<file path="config.mk">
export PLATFORM = sky130hd
export DESIGN_NAME = bpu_act_pool
export DESIGN_NICKNAME = d
export VERILOG_FILES = /design/src/rtl/bnn_pkg.sv /design/src/rtl/bpu_out_fifo.sv /design/src/rtl/bpu_act_pool.sv
export SDC_FILE = /design/constraint.sdc
export NUM_CORES = 1
export LEC_CHECK = 0
export BUFFER_PORTS_ARGS = -buffer_cell sky130_fd_sc_hd__buf_2
export CAP_MARGIN = 5
export CORE_MARGIN = 2
export CORE_UTILIZATION = 37
export CTS_BUF_LIST = sky130_fd_sc_hd__clkbuf_8
export CTS_CLUSTER_DIAMETER = 50
export DETAILED_ROUTE_END_ITERATION = 16
export GPL_TIMING_DRIVEN = 0
export SLEW_MARGIN = 40
export SYNTH_ARGS = -nofsm -noshare
export SYNTH_HDL_FRONTEND = slang
export SYNTH_HIERARCHICAL = 1
export SYNTH_SLANG_ARGS = --single-unit
</file>
<file path="constraint.sdc">
create_clock -name clk -period 2.8 [get_ports clk]
set_input_delay 0.84 -clock clk [delete_from_list [all_inputs] [get_ports clk]]
set_output_delay 0.84 -clock clk [all_outputs]
set_load 0.1 [all_outputs]
</file>
<file path="src/rtl/bnn_pkg.sv">
// Shared BNN types and constants.
// Used by the BPU group and its post-processing stages.
package bnn_pkg;

  localparam int CH   = 8;
  localparam int SW   = 7;
  localparam int POOL = 4;

  typedef logic signed [SW-1:0] sum_t;
  typedef sum_t [CH-1:0] sum_vec_t;

endpackage

</file>
<file path="src/rtl/bpu_out_fifo.sv">
// Small synchronous FIFO with occupancy count.
// Head word is presented combinationally on dout.
module bpu_out_fifo #(
  parameter int W     = 8,
  parameter int DEPTH = 4
) (
  input  logic                       clk,
  input  logic                       rst_n,
  input  logic                       push,
  input  logic                       pop,
  input  logic [W-1:0]               din,
  output logic [W-1:0]               dout,
  output logic                       full,
  output logic                       empty,
  output logic [$clog2(DEPTH):0]     count
);

  localparam int AW = $clog2(DEPTH);
  localparam logic [AW:0] FULL_CNT = (AW+1)'(DEPTH);

  logic [DEPTH-1:0][W-1:0] r_mem;
  logic [AW-1:0]           r_wr;
  logic [AW-1:0]           r_rd;
  logic [AW:0]             r_count;

  always_ff @(posedge clk or negedge rst_n) begin
    if (!rst_n) begin
      r_mem   <= '0;
      r_wr    <= '0;
      r_rd    <= '0;
      r_count <= '0;
    end else begin
      if (push) begin
        r_mem[r_wr] <= din;
        r_wr        <= r_wr + 1'b1;
      end
      if (pop) begin
        r_rd <= r_rd + 1'b1;
      end
      if (push && !pop) begin
        r_count <= r_count + 1'b1;
      end else if (pop && !push) begin
        r_count <= r_count - 1'b1;
      end
    end
  end

  assign dout  = r_mem[r_rd];
  assign count = r_count;
  assign full  = (r_count == FULL_CNT);
  assign empty = (r_count == '0);

endmodule

</file>
<file path="src/rtl/bpu_act_pool.sv">
// Binarize BPU lane sums against per-channel thresholds,
// OR-pool over POOL samples and queue packed bytes.
module bpu_act_pool #(
  parameter int CH    = bnn_pkg::CH,
  parameter int SW    = bnn_pkg::SW,
  parameter int POOL  = bnn_pkg::POOL,
  parameter int DEPTH = 4
) (
  input  logic                   clk,
  input  logic                   rst,
  input  logic [SW-1:0]          thr_in,
  input  logic                   thr_en,
  input  logic [CH-1:0][SW-1:0]  sum_in,
  input  logic                   sum_valid,
  output logic                   sum_ready,
  input  logic                   pool_bypass,
  output logic [CH-1:0]          out_data,
  output logic                   out_valid,
  input  logic                   out_ready
);

  localparam int AW = $clog2(DEPTH);
  localparam int CW = $clog2(POOL);
  localparam logic [CW-1:0] LAST     = CW'(POOL-1);
  localparam logic [AW:0]   FULL_CNT = (AW+1)'(DEPTH);

  logic [CH-1:0][SW-1:0] r_thr;
  logic [CH-1:0]         r_acc;
  logic [CW-1:0]         r_cnt;

  logic [CH-1:0] w_act;
  logic [CH-1:0] w_din;
  logic          w_accept;
  logic          w_emit;
  logic          w_push;
  logic          w_pop;
  logic          w_full;
  logic          w_empty;
  logic [AW:0]   w_count;

  always_comb begin
    w_act = '0;
    for (int c = 0; c < CH; c++) begin
      w_act[c] = $signed(sum_in[c]) >= $signed(r_thr[c]);
    end
  end

  // Ready looks only at the registered count: no out_ready path.
  assign sum_ready = rst & (w_count < FULL_CNT);
  assign w_accept  = sum_valid & sum_ready;
  assign w_emit    = pool_bypass | (r_cnt == LAST);
  assign w_push    = w_accept & w_emit & ~w_full;
  assign w_din     = pool_bypass ? w_act : (r_acc | w_act);
  assign out_valid = ~w_empty;
  assign w_pop     = out_valid & out_ready;

  always_ff @(posedge clk or negedge rst) begin
    if (!rst) begin
      r_thr <= '0;
    end else if (thr_en) begin
      r_thr <= {r_thr[CH-2:0], thr_in};
    end
  end

  always_ff @(posedge clk or negedge rst) begin
    if (!rst) begin
      r_acc <= '0;
      r_cnt <= '0;
    end else if (w_accept) begin
      if (w_emit) begin
        r_acc <= '0;
        r_cnt <= '0;
      end else begin
        r_acc <= r_acc | w_act;
        r_cnt <= r_cnt + 1'b1;
      end
    end
  end

  bpu_out_fifo #(
    .W     (CH),
    .DEPTH (DEPTH)
  ) u_fifo (
    .clk   (clk),
    .rst_n (rst),
    .push  (w_push),
    .pop   (w_pop),
    .din   (w_din),
    .dout  (out_data),
    .full  (w_full),
    .empty (w_empty),
    .count (w_count)
  );

endmodule

</file>
* After elaboration in Yosys (flattened, before gate mapping)
Cells that the tools add are included.
** Storage, ports and cells
- Register bits :: 105
- Output and inout port bits :: 10
- Logic and storage cells :: 62
- Input port bits :: 69
** Cells by class
- $add $sub $neg :: 5
- Equality and inequality tests :: 2
- Reduce and logical (&&, ||, !) cells :: 7
- Mux-type cells :: 10
- Bitwise logic cells :: 9
- $lt $le $gt $ge :: 12
** Operators by type and width (number)
- >= comparator 7 bit :: 8
- bitwise mux 32 bit :: 1
- two-way mux 8 bit :: 4
- binary-select mux 8 bit (select 2 bit) :: 1
- demux 8 bit (select 2 bit) :: 1
- OR 8 bit :: 1
- adder 2 x 1 -> 2 bit (second input constant) :: 3
- less-than comparator 2 x 3 -> 1 bit (second input constant) :: 2
- two-way mux 3 bit :: 2
- AND 1 bit :: 5
- adder 3 x 1 -> 3 bit (second input constant) :: 1
- == test 3 bit (second input constant) :: 1
- logical AND 1 bit :: 3
- logical NOT 3 bit :: 1
- less-than comparator 3 bit (second input constant) :: 1
- subtractor 3 x 1 -> 3 bit (second input constant) :: 1
- == test 2 bit (second input constant) :: 1
- >= comparator 2 x 1 -> 1 bit (second input constant) :: 1
- logical NOT 1 bit :: 2
- two-way mux 2 bit :: 1
- NOT 1 bit :: 2
- nonzero test 2 bit :: 1
- OR 1 bit :: 1

* Logic depth before layout (Yosys ltp)
Gate-level depths: netlist of run 1.
- Word-level depth :: 9
- Gate-level depth with buffers :: 11
- Mapped depth without buffers :: 10

* Hierarchy
The synthesis of run 1 kept the hierarchy.
** By module, submodules not included
- bpu_act_pool :: instances 1, sequential area each 1651.6 µm², area an instance 3900.0 µm², cells each 412
- bpu_out_fifo :: instances 1, sequential area each 975.9 µm², area an instance 1755.4 µm², cells each 109

* Worst setup path after synthesis of run 1
OpenSTA, ideal clock, no wires.
- Path type :: input port to flip-flop
- From :: in rst
- To :: reg r_cnt[0]
- Data required time :: 2.705 ns
- Setup slack :: -0.281 ns
- Stages :: 3
- Data arrival time :: 2.987 ns
- Library setup time :: 0.095 ns
- Path through :: nor2b_1 > nand3_1 > o21ai_0
** On the way
- Longest elaborated chain between the ends :: 2
** RTL lines
- start, declared :: line bpu_act_pool.sv:10 : input logic rst,
- AND 1 bit :: line bpu_act_pool.sv:49 : assign sum_ready = rst & (w_count < FULL_CNT);
- AND 1 bit :: line bpu_act_pool.sv:50 : assign w_accept = sum_valid & sum_ready;
- end signal, assigned :: line bpu_act_pool.sv:75 : r_cnt <= r_cnt + 1'b1;
- end, declared :: line bpu_act_pool.sv:29 : logic [CW-1:0] r_cnt;
Every way passes these cells.
A chain may end at the register's enable or synchronous reset.

* Final worst setup path of run 1
- From :: reg u_fifo.r_rd[0]
- To :: out out_data[4]
** On the way
- Longest elaborated chain between the ends :: 2
** RTL lines
- start, declared :: line bpu_out_fifo.sv:23 : logic [AW-1:0] r_rd;
- start signal, assigned :: line bpu_out_fifo.sv:38 : r_rd <= r_rd + 1'b1;
- binary-select mux 8 bit (select 2 bit) :: line bpu_out_fifo.sv:48 : assign dout = r_mem[r_rd];
- two-way mux 8 bit (not written as such) :: line bpu_out_fifo.sv:48
- end, declared :: line bpu_act_pool.sv:17 : output logic [CH-1:0] out_data,
Every way passes these cells. The select of a mux whose other input is x is not followed.

==> results of run 1 <==
-- worst min path at each step --
stage,cells past startpoint,to,from
after global placement,2,r_thr[22],r_thr[15]
final,1,u_fifo/r_mem[6],rst
after CTS,1,u_fifo/r_mem[13],rst
after detailed placement,2,r_thr[16],r_thr[9]
after global routing,1,u_fifo/r_rd[0],rst
after floorplan,2,r_thr[10],r_thr[3]
-- power groups by stage --
stage | Combinational, µW | Clock, µW | Sequential, µW
floorplan | 2130 | 0 | 2200
global placement | 2520 | 0 | 2250
detailed placement | 2610 | 0 | 2290
CTS | 2610 | 1090 | 2260
global route | 2810 | 1150 | 2320
finish | 2570 | 1060 | 2260
-- flip-flops by register name (all words and copies together) (netlist names) --
| name | flops |
|---|---|
| r_cnt | 2 |
| u_fifo/r_mem | 32 |
| r_acc | 8 |
| u_fifo/r_wr | 2 |
| u_fifo/r_rd | 2 |
| u_fifo/count | 3 |
| r_thr | 56 |
-- metal layers --
metal	global-route usage (%)	share of wire, %
met5	0	0
met1	20.38	46
met3	2.722	3.1
met2	26.90	49
met4	5.365	2.1
-- placed cells by master (no fill, tap or decap), drive strengths merged, types with 2 or more instances in the layout --
cell type / instances
clkinvlp: 2
bufinv: 2
nand2b: 8
a2111oi: 8
nor2: 3
nand2: 65
xor2: 4
a31oi: 8
o22a: 8
o21ai: 67
inv: 78
clkbuf: 16
ha: 62
a21o: 16
buf: 88
nor2b: 10
xnor2: 2
nand4: 8
mux4: 8
mux2: 41
dfrtp: 105
-- stage by stage --
step	setup TNS (ps)	utilization (%)	total power, µW	instances	instance area [µm²]
finish	0	43.47	5884	803	6559
global route	0	43.47	6283	803	6559
CTS	0	43.38	5956	803	6546
detailed placement	-688.8	41.86	4896	787	6316
global placement	-90540	41.61	4770	786	6279
floorplan	0	-	4325	521	5658
-- cell families (layout without fill, tap and decap cells) --
logic type               after synthesis  after routing  synth area share (%)
buffers and inverters                 92            186                 6.482
multiplexers                          49             49                 11.35
flip-flops                           105            105                 46.46
AO/OA/AOI/OAI                        107            107                 12.54
adder cells (fa/ha/maj)               63             63                 14.07
AND/OR/NAND/NOR                       99             99                 8.164
XOR/XNOR                               6              6                0.9292
-- layout make-up --
class | instances | share of cell area, %
plain buffers | 15 | 1.183
clock buffers | 11 | 2.308
clock inverters | 5 | 1.202
inverters | 77 | 4.407
multi-input cells | 324 | 40.61
flip-flops and latches | 105 | 40.06
well taps | 188 | 3.586
repair buffers | 78 | 6.639
-- repair_timing --
item | 4_1_cts | 5_1_grt
endpoints found under the hold margin | 0 | 0
endpoints found under the setup margin | 0 | 2
resized for setup | 0 | 2
-- worst max-delay path: cells and delay by family (launching register included) --
family / cells / cell delay (ps)
DFF: 1 / 350
muxes: 1 / 550
buffers and inverters: 2 / 490
==> impl_results.html, run 1 <==
<table>
<tr><th>Metric</th><th>Value</th></tr>
<tr><th colspan="2">GRT</th></tr>
<tr><td>Number of antenna violations at the first check in global routing</td><td>0</td></tr>
<tr><td>Via count of the first global-routing pass</td><td>4220</td></tr>
<tr><td>Total overflow reported by the global router</td><td>0</td></tr>
<tr><td>Pin count of the biggest net entering global routing</td><td>64</td></tr>
<tr><td>Total track usage</td><td>15.78%</td></tr>
<tr><td>First-pass GRT wire length</td><td>20.20 mm</td></tr>
<tr><th colspan="2">Die</th></tr>
<tr><td>Die Wd</td><td>127.6 µm</td></tr>
<tr><td>Number of placement rows</td><td>45</td></tr>
<tr><td>Starting Density</td><td>37.48%</td></tr>
<tr><td>I/O pin total</td><td>79</td></tr>
<tr><td>Die Y</td><td>127.6 µm</td></tr>
<tr><td>Standard cell core area</td><td>15090 µm²</td></tr>
<tr><td>Total Die Area</td><td>16290 µm²</td></tr>
<tr><th colspan="2">Drt</th></tr>
<tr><td>Drt first-iter violations</td><td>147</td></tr>
<tr><td>Wire length per cell after detailed routing</td><td>14.69 µm</td></tr>
<tr><td>Via-per-instance ratio</td><td>4.922</td></tr>
<tr><td>Number of vias in the routed layout</td><td>3952</td></tr>
<tr><td>Post-route antenna net violation count</td><td>0</td></tr>
<tr><td>Routed wire length</td><td>11.79 mm</td></tr>
<tr><td>Final routed DRC violation total</td><td>0</td></tr>
<tr><td>1st-pass router iterations</td><td>5</td></tr>
<tr><th colspan="2">Critical path</th></tr>
<tr><td>Reg2Reg Setup Slack</td><td>420 ps</td></tr>
<tr><td>Cells on worst reg2reg path</td><td>10</td></tr>
<tr><td>WS Path Type</td><td>reg -&gt; out</td></tr>
<tr><td>Setup crit start</td><td>u_fifo/r_rd[0]</td></tr>
<tr><td>End point of the critical path</td><td>out_data[4]</td></tr>
<tr><td>Worst reg2reg endpoint</td><td>u_fifo/count[2]</td></tr>
<tr><td>Worst path required time</td><td>1960 ps</td></tr>
<tr><td>Startpoint type of the worst setup path</td><td>register</td></tr>
<tr><td>Master of the slowest instance on the critical path</td><td>mux4_2</td></tr>
<tr><td>Endpoint type of the worst setup path</td><td>output pin</td></tr>
<tr><td>Endpoint arrival time on the critical path</td><td>1760 ps</td></tr>
<tr><td>Worst R2R Start</td><td>u_fifo/count[2]</td></tr>
<tr><td>CP Cell Sequence</td><td>buf_6 -&gt; mux4_2 -&gt; buf_2</td></tr>
<tr><td>Biggest fanout along the worst timing path</td><td>10</td></tr>
<tr><td>Max stage delay on crit path</td><td>550 ps</td></tr>
<tr><th colspan="2">Timing</th></tr>
<tr><td>Fin crit share</td><td>92.80%</td></tr>
<tr><td>Slew HR</td><td>64.84%</td></tr>
<tr><td>Minimum period implied by the final worst setup slack</td><td>2598 ps</td></tr>
<tr><td>Fmax</td><td>384.9 MHz</td></tr>
<tr><td>RSZ-0062 raised after global routing</td><td>no</td></tr>
<tr><td>Smallest setup slack after layout</td><td>201.6 ps</td></tr>
<tr><td>Max Clock Skew</td><td>11.82 ps</td></tr>
<tr><td>Number of endpoints with negative hold slack in the final report</td><td>0</td></tr>
<tr><td>Final slew viol count</td><td>0</td></tr>
<tr><td>Transition time at the pin with the least slew margin</td><td>527.5 ps</td></tr>
<tr><td>Worst Hold Margin</td><td>313.9 ps</td></tr>
<tr><td>Count of final setup violators</td><td>0</td></tr>
<tr><th colspan="2">Yosys</th></tr>
<tr><td>Area share of the leading cell type in the synthesized netlist</td><td>46.46%</td></tr>
<tr><td>Post-Syn Area</td><td>5655 µm²</td></tr>
<tr><td>Number of instances in the synthesized netlist</td><td>521</td></tr>
<tr><td>Area contributors post-synth</td><td>dfrtp_1, ha_1, mux2_2</td></tr>
<tr><td>Async set-reset flop share out of synthesis</td><td>100.0%</td></tr>
<tr><td>Cell taking the most area after synthesis</td><td>dfrtp_1</td></tr>
<tr><td>Count of flip-flops with a built-in enable after synthesis</td><td>0</td></tr>
<tr><td>Unique masters post-synth</td><td>32</td></tr>
<tr><td>Register bit total from synthesis</td><td>105</td></tr>
<tr><td>Ranking of synthesized cells by instance count</td><td>dfrtp_1, inv_1, ha_1</td></tr>
<tr><td>Prevailing post-synth register cell</td><td>dfrtp_1</td></tr>
<tr><td>Sequential element share of the synthesized area</td><td>46.46%</td></tr>
<tr><td>Most used standard cell by instance count after synthesis</td><td>dfrtp_1</td></tr>
<tr><td>Mapped Nets</td><td>653</td></tr>
<tr><td>Yosys warnings</td><td>6</td></tr>
<tr><td>Post-Synthesis Mean Instance Area</td><td>10.85 µm²</td></tr>
<tr><th colspan="2">Power</th></tr>
<tr><td>Fraction of power spent switching nets</td><td>41.83%</td></tr>
<tr><td>Static power due to leakage</td><td>0.003228 µW</td></tr>
<tr><td>Sequential share of power</td><td>38.4%</td></tr>
<tr><td>Max VDD drop</td><td>0.5758 mV</td></tr>
<tr><td>Share of power burned in combinational logic</td><td>43.7%</td></tr>
<tr><td>Total net switching power</td><td>2461 µW</td></tr>
<tr><td>Internal power of the cells</td><td>3422 µW</td></tr>
<tr><td>Clock network fraction of total power</td><td>18.0%</td></tr>
<tr><td>Power density over cell area</td><td>897.1 nW/µm²</td></tr>
<tr><th colspan="2">Placement</th></tr>
<tr><td>DP HPWL</td><td>9.174 mm</td></tr>
<tr><td>Final weighted congestion of routability-driven global placement</td><td>0.7857</td></tr>
<tr><td>IO Port Bufs</td><td>77</td></tr>
<tr><td>DP Worst Slack</td><td>-315.6 ps</td></tr>
<tr><th colspan="2">Clocking</th></tr>
<tr><td>Worst-path clk slew</td><td>90 ps</td></tr>
<tr><td>Post-CTS Setup Inserts</td><td>0</td></tr>
<tr><td>Count of hold buffers inserted by post-cts repair</td><td>0</td></tr>
<tr><td>Max Buffers Root-to-Sink</td><td>2</td></tr>
<tr><td>Cell chosen for the clock root</td><td>clkbuf_8</td></tr>
<tr><td>Clock latency on the worst-skew pair</td><td>370 ps</td></tr>
<tr><td>TritonCTS clock tree</td><td>built</td></tr>
<tr><td>Count of clock tree sinks</td><td>105</td></tr>
<tr><td>Total clock buffers created by CTS</td><td>9</td></tr>
<tr><td>Maximum level of the CTS H-tree</td><td>3</td></tr>
<tr><th colspan="2">Cells and area</th></tr>
<tr><td>Filler cell count</td><td>1461</td></tr>
<tr><td>Sequential Area</td><td>2628 µm²</td></tr>
<tr><td># nets final</td><td>742</td></tr>
<tr><td>Area delta synth-&gt;final</td><td>15.97%</td></tr>
<tr><td>Layout cell share with drive strength beyond 1</td><td>27.15%</td></tr>
<tr><td>Area occupied by multi-input gates</td><td>2664 µm²</td></tr>
<tr><td>Ant diodes</td><td>0</td></tr>
<tr><th colspan="2">Min path</th></tr>
<tr><td>Worst min-delay path class</td><td>in -&gt; async</td></tr>
<tr><th colspan="2">Run</th></tr>
<tr><td>Total of max-cap violations</td><td>0</td></tr>
<tr><th colspan="2">Outcome</th></tr>
<tr><td>Status</td><td>completed</td></tr>
</table>
Note: power is estimated with default switching activity, not from simulation.
==> run 2: changes to the inputs <==
--- a/config.mk
+++ b/config.mk
@@ -10,7 +10,7 @@
 export CORE_MARGIN = 2
 export CORE_UTILIZATION = 37
 export CTS_BUF_LIST = sky130_fd_sc_hd__clkbuf_8
-export CTS_CLUSTER_DIAMETER = 50
+export CTS_CLUSTER_DIAMETER = 100
 export DETAILED_ROUTE_END_ITERATION = 16
 export GPL_TIMING_DRIVEN = 0
 export SLEW_MARGIN = 40
==> constraint.sdc (replaced) <==
create_clock -name clk -period 3.35 [get_ports clk]
set_input_delay 1.005 -clock clk [delete_from_list [all_inputs] [get_ports clk]]
set_output_delay 1.005 -clock clk [all_outputs]
set_load 0.1 [all_outputs]
==> impl_results.html, run 2 (synthesis gave the netlist of run 1 again) <==
<table>
<tr><th>Metric</th><th>Value</th></tr>
<tr><th colspan="2">Critical path</th></tr>
<tr><td>Startpoint type of the worst setup path</td><td>input pin (was register)</td></tr>
<tr><td>Biggest fanout along the worst timing path</td><td>45 (was 10)</td></tr>
<tr><td>Endpoint arrival time on the critical path</td><td>1980 ps (was 1760 ps)</td></tr>
<tr><td>Master of the slowest instance on the critical path</td><td>buf_2 (was mux4_2)</td></tr>
<tr><td>Max stage delay on crit path</td><td>440 ps (was 550 ps)</td></tr>
<tr><td>CP Cell Sequence</td><td>buf_8 -&gt; nor2b_2 -&gt; buf_2 (was buf_6 -&gt; mux4_2 -&gt; buf_2)</td></tr>
<tr><td>Endpoint type of the worst setup path</td><td>output pin (unchanged)</td></tr>
<tr><td>WS Path Type</td><td>in -&gt; out (was reg -&gt; out)</td></tr>
<tr><td>Worst path required time</td><td>2340 ps (was 1960 ps)</td></tr>
<tr><th colspan="2">Drt</th></tr>
<tr><td>Drt first-iter violations</td><td>147 (unchanged)</td></tr>
<tr><td>Final routed DRC violation total</td><td>0 (unchanged)</td></tr>
<tr><td>Detailed-routed wire length on met2</td><td>5.765 mm (unchanged)</td></tr>
<tr><td>Via-per-instance ratio</td><td>4.922 (unchanged)</td></tr>
<tr><td>1st-pass router iterations</td><td>5 (unchanged)</td></tr>
<tr><td>Wire length per cell after detailed routing</td><td>14.69 µm (unchanged)</td></tr>
<tr><td>Met3 routed WL</td><td>371 µm (unchanged)</td></tr>
<tr><td>Post-route antenna net violation count</td><td>0 (unchanged)</td></tr>
<tr><td>Post-route met1 wirelength</td><td>5.404 mm (unchanged)</td></tr>
<tr><td>Top metal layer carrying routed signals</td><td>met4 (unchanged)</td></tr>
<tr><td>Routed wire length</td><td>11.79 mm (unchanged)</td></tr>
<tr><td>Number of vias in the routed layout</td><td>3952 (unchanged)</td></tr>
<tr><th colspan="2">Placement</th></tr>
<tr><td>DP HPWL</td><td>9.174 mm (unchanged)</td></tr>
<tr><td>IO Port Bufs</td><td>77 (unchanged)</td></tr>
<tr><td>Area of placed instances</td><td>6316 µm² (unchanged)</td></tr>
<tr><td>Final weighted congestion of routability-driven global placement</td><td>0.7857 (unchanged)</td></tr>
<tr><th colspan="2">Timing</th></tr>
<tr><td>Max Clock Skew</td><td>11.82 ps (unchanged)</td></tr>
<tr><td>Fin crit share</td><td>89.05%</td></tr>
<tr><td>RSZ-0062 raised after global routing</td><td>no (unchanged)</td></tr>
<tr><td>Final slew viol count</td><td>0 (unchanged)</td></tr>
<tr><td>Count of final setup violators</td><td>0 (unchanged)</td></tr>
<tr><td>Worst Hold Margin</td><td>484.2 ps (was 313.9 ps)</td></tr>
<tr><td>Number of endpoints with negative hold slack in the final report</td><td>0 (unchanged)</td></tr>
<tr><td>Slew HR</td><td>64.84% (unchanged)</td></tr>
<tr><td>Transition time at the pin with the least slew margin</td><td>527.5 ps (unchanged)</td></tr>
<tr><td>Fmax</td><td>335.2 MHz</td></tr>
<tr><td>Minimum period implied by the final worst setup slack</td><td>2983 ps</td></tr>
<tr><th colspan="2">Cells and area</th></tr>
<tr><td>Layout cell share with drive strength beyond 1</td><td>27.15% (unchanged)</td></tr>
<tr><td>Area occupied by multi-input gates</td><td>2664 µm² (unchanged)</td></tr>
<tr><td>Commonest non-fill, non-tap cells in the layout</td><td>dfrtp_1, buf_2, inv_1, ha_1, nand2_1 (unchanged)</td></tr>
<tr><td>Area delta synth-&gt;final</td><td>15.75% (was 15.97%)</td></tr>
<tr><td>Ant diodes</td><td>0 (unchanged)</td></tr>
<tr><td>Filler cell count</td><td>1461 (unchanged)</td></tr>
<tr><td>Sequential Area</td><td>2628 µm² (unchanged)</td></tr>
<tr><td># nets final</td><td>742 (unchanged)</td></tr>
<tr><td>Design Area, Final</td><td>6546 µm² (was 6559 µm²)</td></tr>
<tr><td>Largest reg by FF count</td><td>r_thr (unchanged)</td></tr>
<tr><td>Utilization after layout</td><td>43.38% (was 43.47%)</td></tr>
<tr><td>Leading registers by flop count</td><td>r_thr x56, u_fifo/r_mem x32, r_acc x8 (unchanged)</td></tr>
<tr><td>Most frequent standard cell in the layout excluding fill and tap cells</td><td>dfrtp_1 (unchanged)</td></tr>
<tr><td>Largest register FFs</td><td>56 (unchanged)</td></tr>
<tr><th colspan="2">Die</th></tr>
<tr><td>I/O pin total</td><td>79 (unchanged)</td></tr>
<tr><td>Total Die Area</td><td>16290 µm² (unchanged)</td></tr>
<tr><td>Die Wd</td><td>127.6 µm (unchanged)</td></tr>
<tr><td>Die Y</td><td>127.6 µm (unchanged)</td></tr>
<tr><td>Standard cell core area</td><td>15090 µm² (unchanged)</td></tr>
<tr><td>Number of placement rows</td><td>45 (unchanged)</td></tr>
<tr><td>Starting Density</td><td>37.48% (unchanged)</td></tr>
<tr><th colspan="2">Clocking</th></tr>
<tr><td>Count of hold buffers inserted by post-cts repair</td><td>0 (unchanged)</td></tr>
<tr><td>Maximum level of the CTS H-tree</td><td>3 (unchanged)</td></tr>
<tr><td>TritonCTS clock tree</td><td>built (unchanged)</td></tr>
<tr><td>Clock latency on the worst-skew pair</td><td>370 ps (about the same)</td></tr>
<tr><td>Count of clock tree sinks</td><td>105 (unchanged)</td></tr>
<tr><td>Max Buffers Root-to-Sink</td><td>2 (unchanged)</td></tr>
<tr><td>Quantity of gates resized following cts</td><td>0 (unchanged)</td></tr>
<tr><td>Post-CTS Setup Inserts</td><td>0 (unchanged)</td></tr>
<tr><td>Total clock buffers created by CTS</td><td>9 (unchanged)</td></tr>
<tr><td>Worst-path clk slew</td><td>100 ps (was 90 ps)</td></tr>
<tr><td>Cell chosen for the clock root</td><td>clkbuf_8 (unchanged)</td></tr>
<tr><th colspan="2">Run</th></tr>
<tr><td>Total of max-cap violations</td><td>0 (unchanged)</td></tr>
<tr><th colspan="2">GRT</th></tr>
<tr><td>Pin count of the biggest net entering global routing</td><td>64 (unchanged)</td></tr>
<tr><td>Via count of the first global-routing pass</td><td>4220 (unchanged)</td></tr>
<tr><td>Total track usage</td><td>15.78% (unchanged)</td></tr>
<tr><td>Total overflow reported by the global router</td><td>0 (unchanged)</td></tr>
<tr><td>First-pass GRT wire length</td><td>20.20 mm (unchanged)</td></tr>
<tr><td>Number of antenna violations at the first check in global routing</td><td>0 (unchanged)</td></tr>
<tr><th colspan="2">Power</th></tr>
<tr><td>Power density over cell area</td><td>751.0 nW/µm² (was 897.1 nW/µm²)</td></tr>
<tr><td>Static power due to leakage</td><td>0.003223 µW (was 0.003228 µW)</td></tr>
<tr><td>Share of power burned in combinational logic</td><td>43.6% (was 43.7%)</td></tr>
<tr><td>Clock network fraction of total power</td><td>18.0% (about the same)</td></tr>
<tr><td>Total net switching power</td><td>2057 µW (was 2461 µW)</td></tr>
<tr><td>Sequential share of power</td><td>38.4% (about the same)</td></tr>
<tr><td>Fraction of power spent switching nets</td><td>41.85% (was 41.83%)</td></tr>
<tr><td>Max VDD drop</td><td>0.4812 mV (was 0.5758 mV)</td></tr>
<tr><td>Internal power of the cells</td><td>2859 µW (was 3422 µW)</td></tr>
<tr><th colspan="2">Outcome</th></tr>
<tr><td>Status</td><td>completed (unchanged)</td></tr>
<tr><th colspan="2">Min path</th></tr>
<tr><td>Worst min-delay path class</td><td>reg -&gt; reg (was in -&gt; async)</td></tr>
</table>
==> run 2: cell types whose count changed in the layout (fill, tap and decap cells not counted) <==
cell,before,now
buf_8,0,1
buf_16,2,1
==> run 2: path summary, 6_finish.rpt <==
| path | slack, ps | to | start | depth (start not counted) |
|---|---|---|---|---|
| max in group asynchronous | 2200 | r_thr[31] | rst | 2 |
| min in group asynchronous | 520 | u_fifo/r_mem[6] | rst | 1 |
| setup reg to reg | 960 | u_fifo/count[2] | u_fifo/count[2] | 10 |
| setup / recovery | 370 | sum_ready | rst | 3 |
| hold reg to reg | 480 | r_thr[17] | r_thr[10] | 2 |
| hold / removal | 480 | r_thr[17] | r_thr[10] | 2 |
==> run 2: power groups by stage <==
stage / combinational, µW / clock [µW] / sequential (µW)
final: 2150 / 883 / 1890
after global routing: 2350 / 964 / 1940
after CTS: 2180 / 908 / 1890
after detailed placement: 2180 / 0 / 1910
after global placement: 2110 / 0 / 1880
after floorplan: 1780 / 0 / 1840
==> run 2: cell type report <==
class | count | area share [%]
plain buffers | 15 | 1.185
clock buffers | 11 | 2.313
clock inverters | 5 | 1.204
inverters | 77 | 4.415
multi-input cells | 324 | 40.69
flip-flops and latches | 105 | 40.14
well taps | 188 | 3.593
repair buffers | 78 | 6.460
==> run 2: critical path: cells and delay by family <==
family / cells / cell delay (ps)
AND/OR/NAND/NOR: 1 / 220
buffers and inverters: 2 / 720
==> run 2: routing by layer <==
metal | vias up | global-route usage, %
met5 | - | 0
met4 | 0 | 5.365
met3 | 17 | 2.722
met2 | 63 | 26.90
met1 | 1917 | 20.38
li1 | 1955 | -
==> run 2: through the flow <==
| step | setup slack [ps] | std cells | TNS, ps | total power [µW] |
|---|---|---|---|---|
| floorplan | 504.6 | 521 | 0 | 3615 |
| global placement | -1505 | 786 | -49680 | 3987 |
| detailed placement | 69.37 | 787 | 0 | 4092 |
| CTS | 345.8 | 803 | 0 | 4978 |
| global route | 278.8 | 803 | 0 | 5250 |
| finish | 366.8 | 803 | 0 | 4916 |
